--- config.mk ---
export PLATFORM = sky130hd
export DESIGN_NAME = addr_decoder_n
export DESIGN_NICKNAME = d
export VERILOG_FILES = /design/src/rtl/addr_decoder_n.sv
export SDC_FILE = /design/constraint.sdc
export NUM_CORES = 1
export LEC_CHECK = 0
export BUFFER_PORTS_ARGS = -buffer_cell sky130_fd_sc_hd__buf_2
export CAP_MARGIN = 20
export CORE_AREA = 5 5 42 44
export DETAILED_ROUTE_END_ITERATION = 8
export DIE_AREA = 0 0 47 49
export PLACE_DENSITY = 0.6
export SETUP_SLACK_MARGIN = 0.15
export SLEW_MARGIN = 20
export SYNTH_ARGS = -nofsm -noshare
export SYNTH_HDL_FRONTEND = slang
export SYNTH_SLANG_ARGS = --single-unit
--- constraint.sdc ---
create_clock -name CLK -period 1.22 [get_ports CLK]
set_clock_uncertainty 0.05 [all_clocks]
set_input_delay 0.183 -clock CLK [delete_from_list [all_inputs] [get_ports CLK]]
set_output_delay 0.183 -clock CLK [all_outputs]
set_load 0.005 [all_outputs]
--- src/rtl/addr_decoder_n.sv ---
// Serial slave-index address decoder: shifts SEL_BITS bits LSB first, then holds a
// one-hot slave select (with split-busy masking) for as long as the bus stays utilised.
module addr_decoder_n #(
    parameter int                  SEL_BITS   = 2,
    parameter int                  N_SLAVES   = 3,
    parameter logic [N_SLAVES-1:0] SPLIT_MASK = 'b001
) (
    input  logic                CLK,
    input  logic                RST,
    input  logic                B_UTIL,
    input  logic                A_ADD,
    input  logic                B_BUS_OUT,
    input  logic [N_SLAVES-1:0] B_SBSY,
    output logic [N_SLAVES-1:0] AD_SEL,
    output logic [N_SLAVES-1:0] SPL_SEL,
    output logic                AD_VALID,
    output logic                AD_ERR
);

    if (SEL_BITS < 1 || N_SLAVES > (2 ** SEL_BITS) - 1) begin : g_param_check
        $error("addr_decoder_n: N_SLAVES must fit in 1..2**SEL_BITS-1 and SEL_BITS must be >= 1");
    end

    localparam int                CNT_W   = $clog2(SEL_BITS + 1);
    localparam logic [SEL_BITS:0] MAX_IDX = (SEL_BITS + 1)'(N_SLAVES);

    typedef enum logic [1:0] {
        IDLE  = 2'd0,
        SHIFT = 2'd1,
        HOLD  = 2'd2
    } state_t;

    state_t              r_state, w_state_nxt;
    logic [SEL_BITS-1:0] r_idx,   w_idx_nxt;
    logic [CNT_W-1:0]    r_cnt,   w_cnt_nxt;
    logic                w_shift_en;
    logic                w_hold;
    logic                w_idx_oob;
    logic                w_hit;

    assign w_shift_en = B_UTIL & A_ADD;

    always_ff @(posedge CLK) begin
        if (RST) begin
            r_state <= IDLE;
            r_idx   <= '0;
            r_cnt   <= '0;
        end else begin
            r_state <= w_state_nxt;
            r_idx   <= w_idx_nxt;
            r_cnt   <= w_cnt_nxt;
        end
    end

    always_comb begin
        w_state_nxt = r_state;
        w_idx_nxt   = r_idx;
        w_cnt_nxt   = r_cnt;
        case (r_state)
            IDLE: begin
                w_idx_nxt = '0;
                w_cnt_nxt = '0;
                if (w_shift_en) begin
                    w_idx_nxt[0] = B_BUS_OUT;
                    w_cnt_nxt    = CNT_W'(1);
                    w_state_nxt  = (SEL_BITS == 1) ? HOLD : SHIFT;
                end
            end
            SHIFT: begin
                if (w_shift_en) begin
                    for (int unsigned i = 1; i < SEL_BITS; i++) begin
                        if (r_cnt == CNT_W'(i)) begin
                            w_idx_nxt[i] = B_BUS_OUT;
                        end
                    end
                    w_cnt_nxt = r_cnt + CNT_W'(1);
                    if (r_cnt == CNT_W'(SEL_BITS - 1)) begin
                        w_state_nxt = HOLD;
                    end
                end else begin
                    // Either bus released or address phase aborted: drop partial bits.
                    w_state_nxt = IDLE;
                    w_idx_nxt   = '0;
                    w_cnt_nxt   = '0;
                end
            end
            HOLD: begin
                if (!B_UTIL) begin
                    w_state_nxt = IDLE;
                    w_idx_nxt   = '0;
                    w_cnt_nxt   = '0;
                end
            end
            default: begin
                w_state_nxt = IDLE;
                w_idx_nxt   = '0;
                w_cnt_nxt   = '0;
            end
        endcase
    end

    always_comb begin
        w_hold    = (r_state == HOLD);
        w_idx_oob = (r_idx == '0) || ({1'b0, r_idx} > MAX_IDX);
        AD_VALID  = w_hold;
        AD_ERR    = w_hold & w_idx_oob;
        AD_SEL    = '0;
        SPL_SEL   = '0;
        w_hit     = 1'b0;
        // Split-busy only gates the select of split-capable slaves; it is a same-cycle path.
        for (int unsigned i = 1; i <= N_SLAVES; i++) begin
            w_hit        = w_hold && (r_idx == SEL_BITS'(i));
            SPL_SEL[i-1] = w_hit & SPLIT_MASK[i-1];
            AD_SEL[i-1]  = w_hit & ~(SPLIT_MASK[i-1] & B_SBSY[i-1]);
        end
    end

endmodule

==> results of run 1 <==
sequential cells by signal (all words and copies together), names as in the netlist:
signal,count
r_idx,2
r_cnt,2
r_state,2
kinds of logic (layout without fill, tap and decap cells):
logic type | Yosys count | in the layout | share of synthesized area (%)
adder cells (fa/ha/maj) | 1 | 1 | 3.64
AO/OA/AOI/OAI | 7 | 7 | 16.4
AND/OR/NAND/NOR | 19 | 19 | 33.5
flip-flops | 6 | 6 | 34.9
buffers and inverters | 6 | 28 | 10.5
other | 1 | 2 | 1.09
worst max-delay path: cells and delay by family (launching register included):
family	cells	cell delay [ns]
simple gates	3	0.49
flops	1	0.31
buf+inv	1	0.11
where the power goes:
| part | switching, mW | internal [mW] |
|---|---|---|
| registers | 0.00459 | 0.199 |
| logic | 0.0308 | 0.0294 |
| clock network | 0.0647 | 0.111 |
| total | 0.100 | 0.339 |
per-stage QoR:
stage	TNS [ns]	hold WS [ns]	utilization (%)	worst slack, ns
2_1_floorplan	0	0.251	-	0.160
3_3_place_gp	0	0.391	29.5	0.0978
3_5_place_dp	0	0.399	29.5	0.0512
4_1_cts	-0.726	0.155	39.0	-0.194
5_1_grt	-1.22	0.172	47.1	-0.258
6_report	-0.636	0.186	47.1	-0.150
cell usage in the layout (no fill, tap or decap):
| cell | count |
|---|---|
| buf_2 | 10 |
| buf_6 | 6 |
| buf_4 | 5 |
| nor2_4 | 3 |
| clkbuf_4 | 3 |
| dfxtp_1 | 3 |
| inv_1 | 2 |
| nor2_1 | 2 |
| nand3_2 | 2 |
| a2111oi_4 | 2 |
| conb_1 | 2 |
| dfxtp_2 | 2 |
| nand2b_4 | 1 |
| inv_8 | 1 |
| nand2_2 | 1 |
| and3_1 | 1 |
| nor3b_4 | 1 |
| nor2b_4 | 1 |
| nor3_1 | 1 |
| a21o_1 | 1 |
| nand2b_1 | 1 |
| and3b_2 | 1 |
| a211oi_2 | 1 |
| nor2b_1 | 1 |
| nor3_2 | 1 |
| o21ai_2 | 1 |
| a21oi_1 | 1 |
| nand3_1 | 1 |
| nand3b_1 | 1 |
| a31oi_1 | 1 |
| ha_4 | 1 |
| dfxtp_4 | 1 |
| buf_12 | 1 |
timing repair:
item	in CTS	in global routing
endpoints found under the setup margin	8	12
pin swaps	7	9
setup buffers	6	4
resized for setup	15	16
per-layer routing:
metal  share of wire (%)  routed length (microns)  vias to the layer above  global-route usage [%]
li1                    -                        -                      186                       -
met1                  38                      370                      176                    10.1
met3                 8.6                       85                        0                    3.32
met4                   0                        0                        0                    4.15
met2                  54                      528                       14                    12.9
met5                   0                        0                        -                       0
final timing paths:
| path | endpoint | startpoint | cells past startpoint |
|---|---|---|---|
| worst min register to register | r_cnt[1] | r_cnt[1] | 2 |
| worst min-delay path | r_idx[0] | B_BUS_OUT | 3 |
| worst max register to register | r_idx[0] | r_state[1] | 5 |
| worst max-delay path | AD_SEL[0] | r_state[0] | 4 |
area by class of cell:
cell class | instances | area (sq um) | area share (%)
tap | 16 | 20.0 | 3.03
inverter | 3 | 18.8 | 2.84
timing repair buffer | 22 | 175 | 26.5
clock buffer | 3 | 22.5 | 3.41
sequential | 6 | 126 | 19.1
multi-input combinational | 29 | 298 | 45.1
==> impl_results.md, run 1 <==
- Dpl cells: 66
- Pin count of the biggest net entering global routing: 7
- Largest stage delay, worst path: 0.31 ns
- IO Count: 16
- Flop and latch count out of synthesis: 6
- Final Cell Area: 661 sq um
- EDFF count, synth: 0
- Diode count: 0
- Max VDD drop: 0.443 mV
- Die area: 0.00230 sq mm
- Final Hold Vio Count: 0
- Post-route DRC: 0
- Post-synth top cells: dfxtp_1 (6), nor2_1 (5), buf_4 (3), nand3_1 (3)
- Crit path time final: around 1.4 ns
- Placed Area: 413 sq um
- Row Count: 14
- Synth top area share: 34.9%
- Crit end category: output pin
- Reg2Reg Setup Slack: roughly 0.04 ns
- Power per standard cell area: ~660 mW/mm^2
- DR vias/cell: about 4.8
- First-pass GRT wire length: 1440 microns
- Hold WC Path Type: primary input to flop
- Sequential area share after synthesis: 34.9%
- Drt first pass iters: 4
- Post-Syn Area: 344 sq um
- H-tree depth: 1
- Dominant synthesized flop cell: dfxtp_1
- CTS sink cnt: 6
- Ys async rst share: 0%
- Hold-fix buffers, CTS: 0
- Initial DRC Count: 7
- GR Overflow Total: 0
- Cell taking the most area after synthesis: dfxtp_1
- Layout cells sized above 1: slightly above 70%
- Final slew viol count: 0
- Ys Warns: 0
- Pwr Total: 0.439 mW
- Max-cap violations: 0
- Period Utilization, post-route: 112%
- Die X: around 47 microns
- Cell with the most instances after synthesis: dfxtp_1
- Cells after Synth: 40
- Synth cell types: 23
- Unrepaired setup endpoints after global routing: true
- Syn_area_per_cell: approximately 8.6 sq um
- Initial antenna violation count: 0
- Worst-path cell chain: nand2b_4 > nor3b_4 > nor2b_4 > buf_2
- TritonCTS clock tree: built
- CP max stage cell: dfxtp_2
- Synth area leaders: dfxtp_1 (35%), buf_4 (6.5%), a2111oi_1 (5.8%)
- # fillers: ~130
- Critical Path RT: 0.99 ns
- Critical Path Fanout Max: 2
- Worst path arrival time: 1.14 ns
- Reg clk slew, reported paths: 0.04 ns
- CTS max path bufs: 2
- Core ar.: 0.00140 sq mm
- Antenna viol nets, final: 0
- Critical path class: flop to output pin
- Port Buffer Count: 11
- Routed vias: 376
- Routed wire length: 984 microns
- WL per Instance: 12.5 microns
- Fmax: 730 MHz
- Clock Latency Late Sink: 0.24 ns
- Failing checks: negative setup slack
- All-Layer GR Usage: about 8.5%
- Startpoint Class: flop
- Vias in the first global route: 345
- Non-Filler Instances: 79
- Root Driver: clkbuf_4
- Die Span Y: 49 microns
- RePlAce Congestion: 0.679
- DP HPWL: 599 microns
- Setup-failing EPs final: 6
- Final nets: between 70 and 80
- Pleak: roughly 0.27 nW
- Synthesis-to-finish area growth: 92.0%
- CTS buffer count: 3
- Status: complete, but fails checks
- Worst Slack Setup Final: -0.150 ns
- Starting Density: 24.6%
(Power assumes the default switching activity.)
==> inputs of run 2 (changes only) <==
--- a/config.mk
+++ b/config.mk
@@ -10,7 +10,7 @@
 export CORE_AREA = 5 5 42 44
 export DETAILED_ROUTE_END_ITERATION = 8
 export DIE_AREA = 0 0 47 49
-export PLACE_DENSITY = 0.6
+export PLACE_DENSITY = 0.62
 export SETUP_SLACK_MARGIN = 0.15
 export SLEW_MARGIN = 20
 export SYNTH_ARGS = -nofsm -noshare
==> constraint.sdc (replaced) <==
create_clock -name CLK -period 1.1 [get_ports CLK]
set_clock_uncertainty 0.05 [all_clocks]
set_input_delay 0.165 -clock CLK [delete_from_list [all_inputs] [get_ports CLK]]
set_output_delay 0.165 -clock CLK [all_outputs]
set_load 0.005 [all_outputs]
==> run 2 against run 1 <==
  * The flow still finishes with violations (negative setup slack)
  * Routed wire length down 7.8%
  * Sequential share of layout area increased by 2.6 points
  * Via count is 3.2% lower
  * Critical path depth did not move
  * Non-clock buffer count down 3
  * Critical endpoint unchanged
  * Largest cell class unchanged
  * Largest power group unchanged
==> impl_results.md, run 2 (synthesized netlist as in run 1, its figures left out) <==
- Root Driver: clkbuf_4
- TritonCTS clock tree: built
- Post-route DRC: 0 (unchanged)
- DR vias/cell: 4.73 (-0.68%)
- Drt first pass iters: 4 (unchanged)
- Core ar.: 0.00140 sq mm (unchanged)
- GR Overflow Total: 0 (unchanged)
- Die area: 0.00230 sq mm (unchanged)
- IO Count: 16 (unchanged)
- Pleak: 0.240 nW (-12%)
- Status: complete, but fails checks
- Row Count: 14 (unchanged)
- Die Span Y: 49 microns (unchanged)
- Worst path arrival time: 1.14 ns (about the same)
- Final slew viol count: 0 (unchanged)
- Port Buffer Count: 11 (unchanged)
- Non-Filler Instances: 77 (-2.5%)
- Synthesis-to-finish area growth: 70.9%
- Setup WS pre-CTS: -0.00552 ns (-0.0567 ns)
- Crit path time final: 1.36 ns
- Routed wire length: 907 microns (-7.8%)
- H-tree depth: 1 (unchanged)
- All-Layer GR Usage: 8.18% (-0.33 points)
- Max VDD drop: 0.499 mV (+13%)
- Failing checks: negative setup slack
- Final nets: 71 (-4.1%)
- Power per standard cell area: 870 mW/mm^2 (+31%)
- # fillers: 158 (+18%)
- Reg clk slew, reported paths: 0.05 ns (about the same)
- Setup-failing EPs final: 9 (+3)
- Die X: 47 microns (unchanged)
- Hold Slack: 0.162 ns (-0.0238 ns)
- Starting Density: 24.6% (unchanged)
- Largest registers: r_cnt (2), r_idx (2), r_state (2)
- Hold WC Path Type: primary input to flop
- Initial antenna violation count: 0 (unchanged)
- Critical path class: flop to output pin
- Worst Slack Setup Final: -0.256 ns (-0.106 ns)
- Leading cell type in the layout, fill and taps excluded: buf_2
- RePlAce Congestion: 0.700 (+3.0%)
- WL per Instance: 11.8 microns (-5.4%)
- DP HPWL: 588 microns (-1.8%)
- Layout cells sized above 1: 67.2% (-4.2 points)
- Initial DRC Count: 5 (-2)
- CTS max path bufs: 2 (unchanged)
- Pin count of the biggest net entering global routing: 6 (-1)
- First-pass GRT wire length: 1360 microns (-5.3%)
- Commonest cells after routing, fill and taps aside: buf_2 (9), buf_6 (5), buf_4 (5)
- Routed vias: 364 (-3.2%)
- Period Utilization, post-route: 123%
- Diode count: 0 (unchanged)
- Clock Latency Late Sink: 0.25 ns (about the same)
- Pwr Total: 0.512 mW (+17%)
- Critical Path Fanout Max: 3 (+1)
- Setup_tns: -0.952 ns (-0.315 ns)
- Max-cap violations: 0 (unchanged)
- Critical Path RT: 0.88 ns (-0.11 ns)
- Unrepaired setup endpoints after global routing: true
- Final Hold Vio Count: 0 (unchanged)
- Antenna viol nets, final: 0 (unchanged)
- CTS buffer count: 3 (unchanged)
- Crit end category: output pin
- Vias in the first global route: 342 (-0.87%)
- CTS sink cnt: 6 (unchanged)
- Dpl cells: 67 (+1.5%)
- Startpoint Class: flop
- Fmax: 737 MHz
run 2: changes by cell type in the layout (fill, tap and decap cells not counted), sizes merged:
cell    delta
buf        -3
clkbuf     +1
run 2: what timing repair did:
action / 4_1_cts / 5_1_grt
gates resized for setup: 14 / 5
endpoints found under the hold margin: 0 / 0
pin swaps: 6 / 4
endpoints found under the setup margin: 12 / 12
buffers inserted: 3 / 3
hold buffers: 0 / 0
run 2: cell type report:
type / count / area [sq um] / area share, %
Tap cell: 16 / 20.0 / 3.40
Inverter: 3 / 13.8 / 2.34
Multi-Input combinational cell: 29 / 262 / 44.5
Clock buffer: 4 / 26.3 / 4.47
Timing Repair Buffer: 19 / 139 / 23.6
Sequential cell: 6 / 128 / 21.7
run 2: path summary, 6_finish.rpt:
kind,start,slack [ns],end,cells after the start
hold reg to reg,r_cnt[1],0.44,r_cnt[1],2
hold / removal,A_ADD,0.16,r_idx[0],3
setup / recovery,r_state[0],-0.26,AD_SEL[0],4
setup reg to reg,r_state[0],-0.11,r_cnt[1],6
run 2: critical path: stages (launching register included):
cell      delay, ns
dfxtp_2        0.31
nand2b_4       0.15
nor3b_2        0.17
nor2b_2        0.15
buf_2          0.11
run 2: layer usage:
| metal | global-route usage [%] | share of wire [%] | vias to the layer above |
|---|---|---|---|
| met2 | 11.8 | 49 | 16 |
| met1 | 9.49 | 39 | 169 |
| li1 | - | - | 177 |
| met3 | 3.32 | 9.9 | 2 |
| met4 | 5.53 | 1.8 | 0 |
| met5 | 0 | 0 | - |
run 2: stage by stage:
step                      util [%]  area [sq um]
after global placement        30.6           429
after global routing          42.0           588
final                         42.0           588
after floorplan                  -           365
after CTS                     38.4           538
after detailed placement      30.6           429
run 2: where the power goes:
part           leakage (nW)  switching [mW]  internal [mW]
clock                0.0150          0.0842          0.138
sequential           0.0508         0.00457          0.220
combinational         0.174          0.0316         0.0334
total                 0.240           0.120          0.392
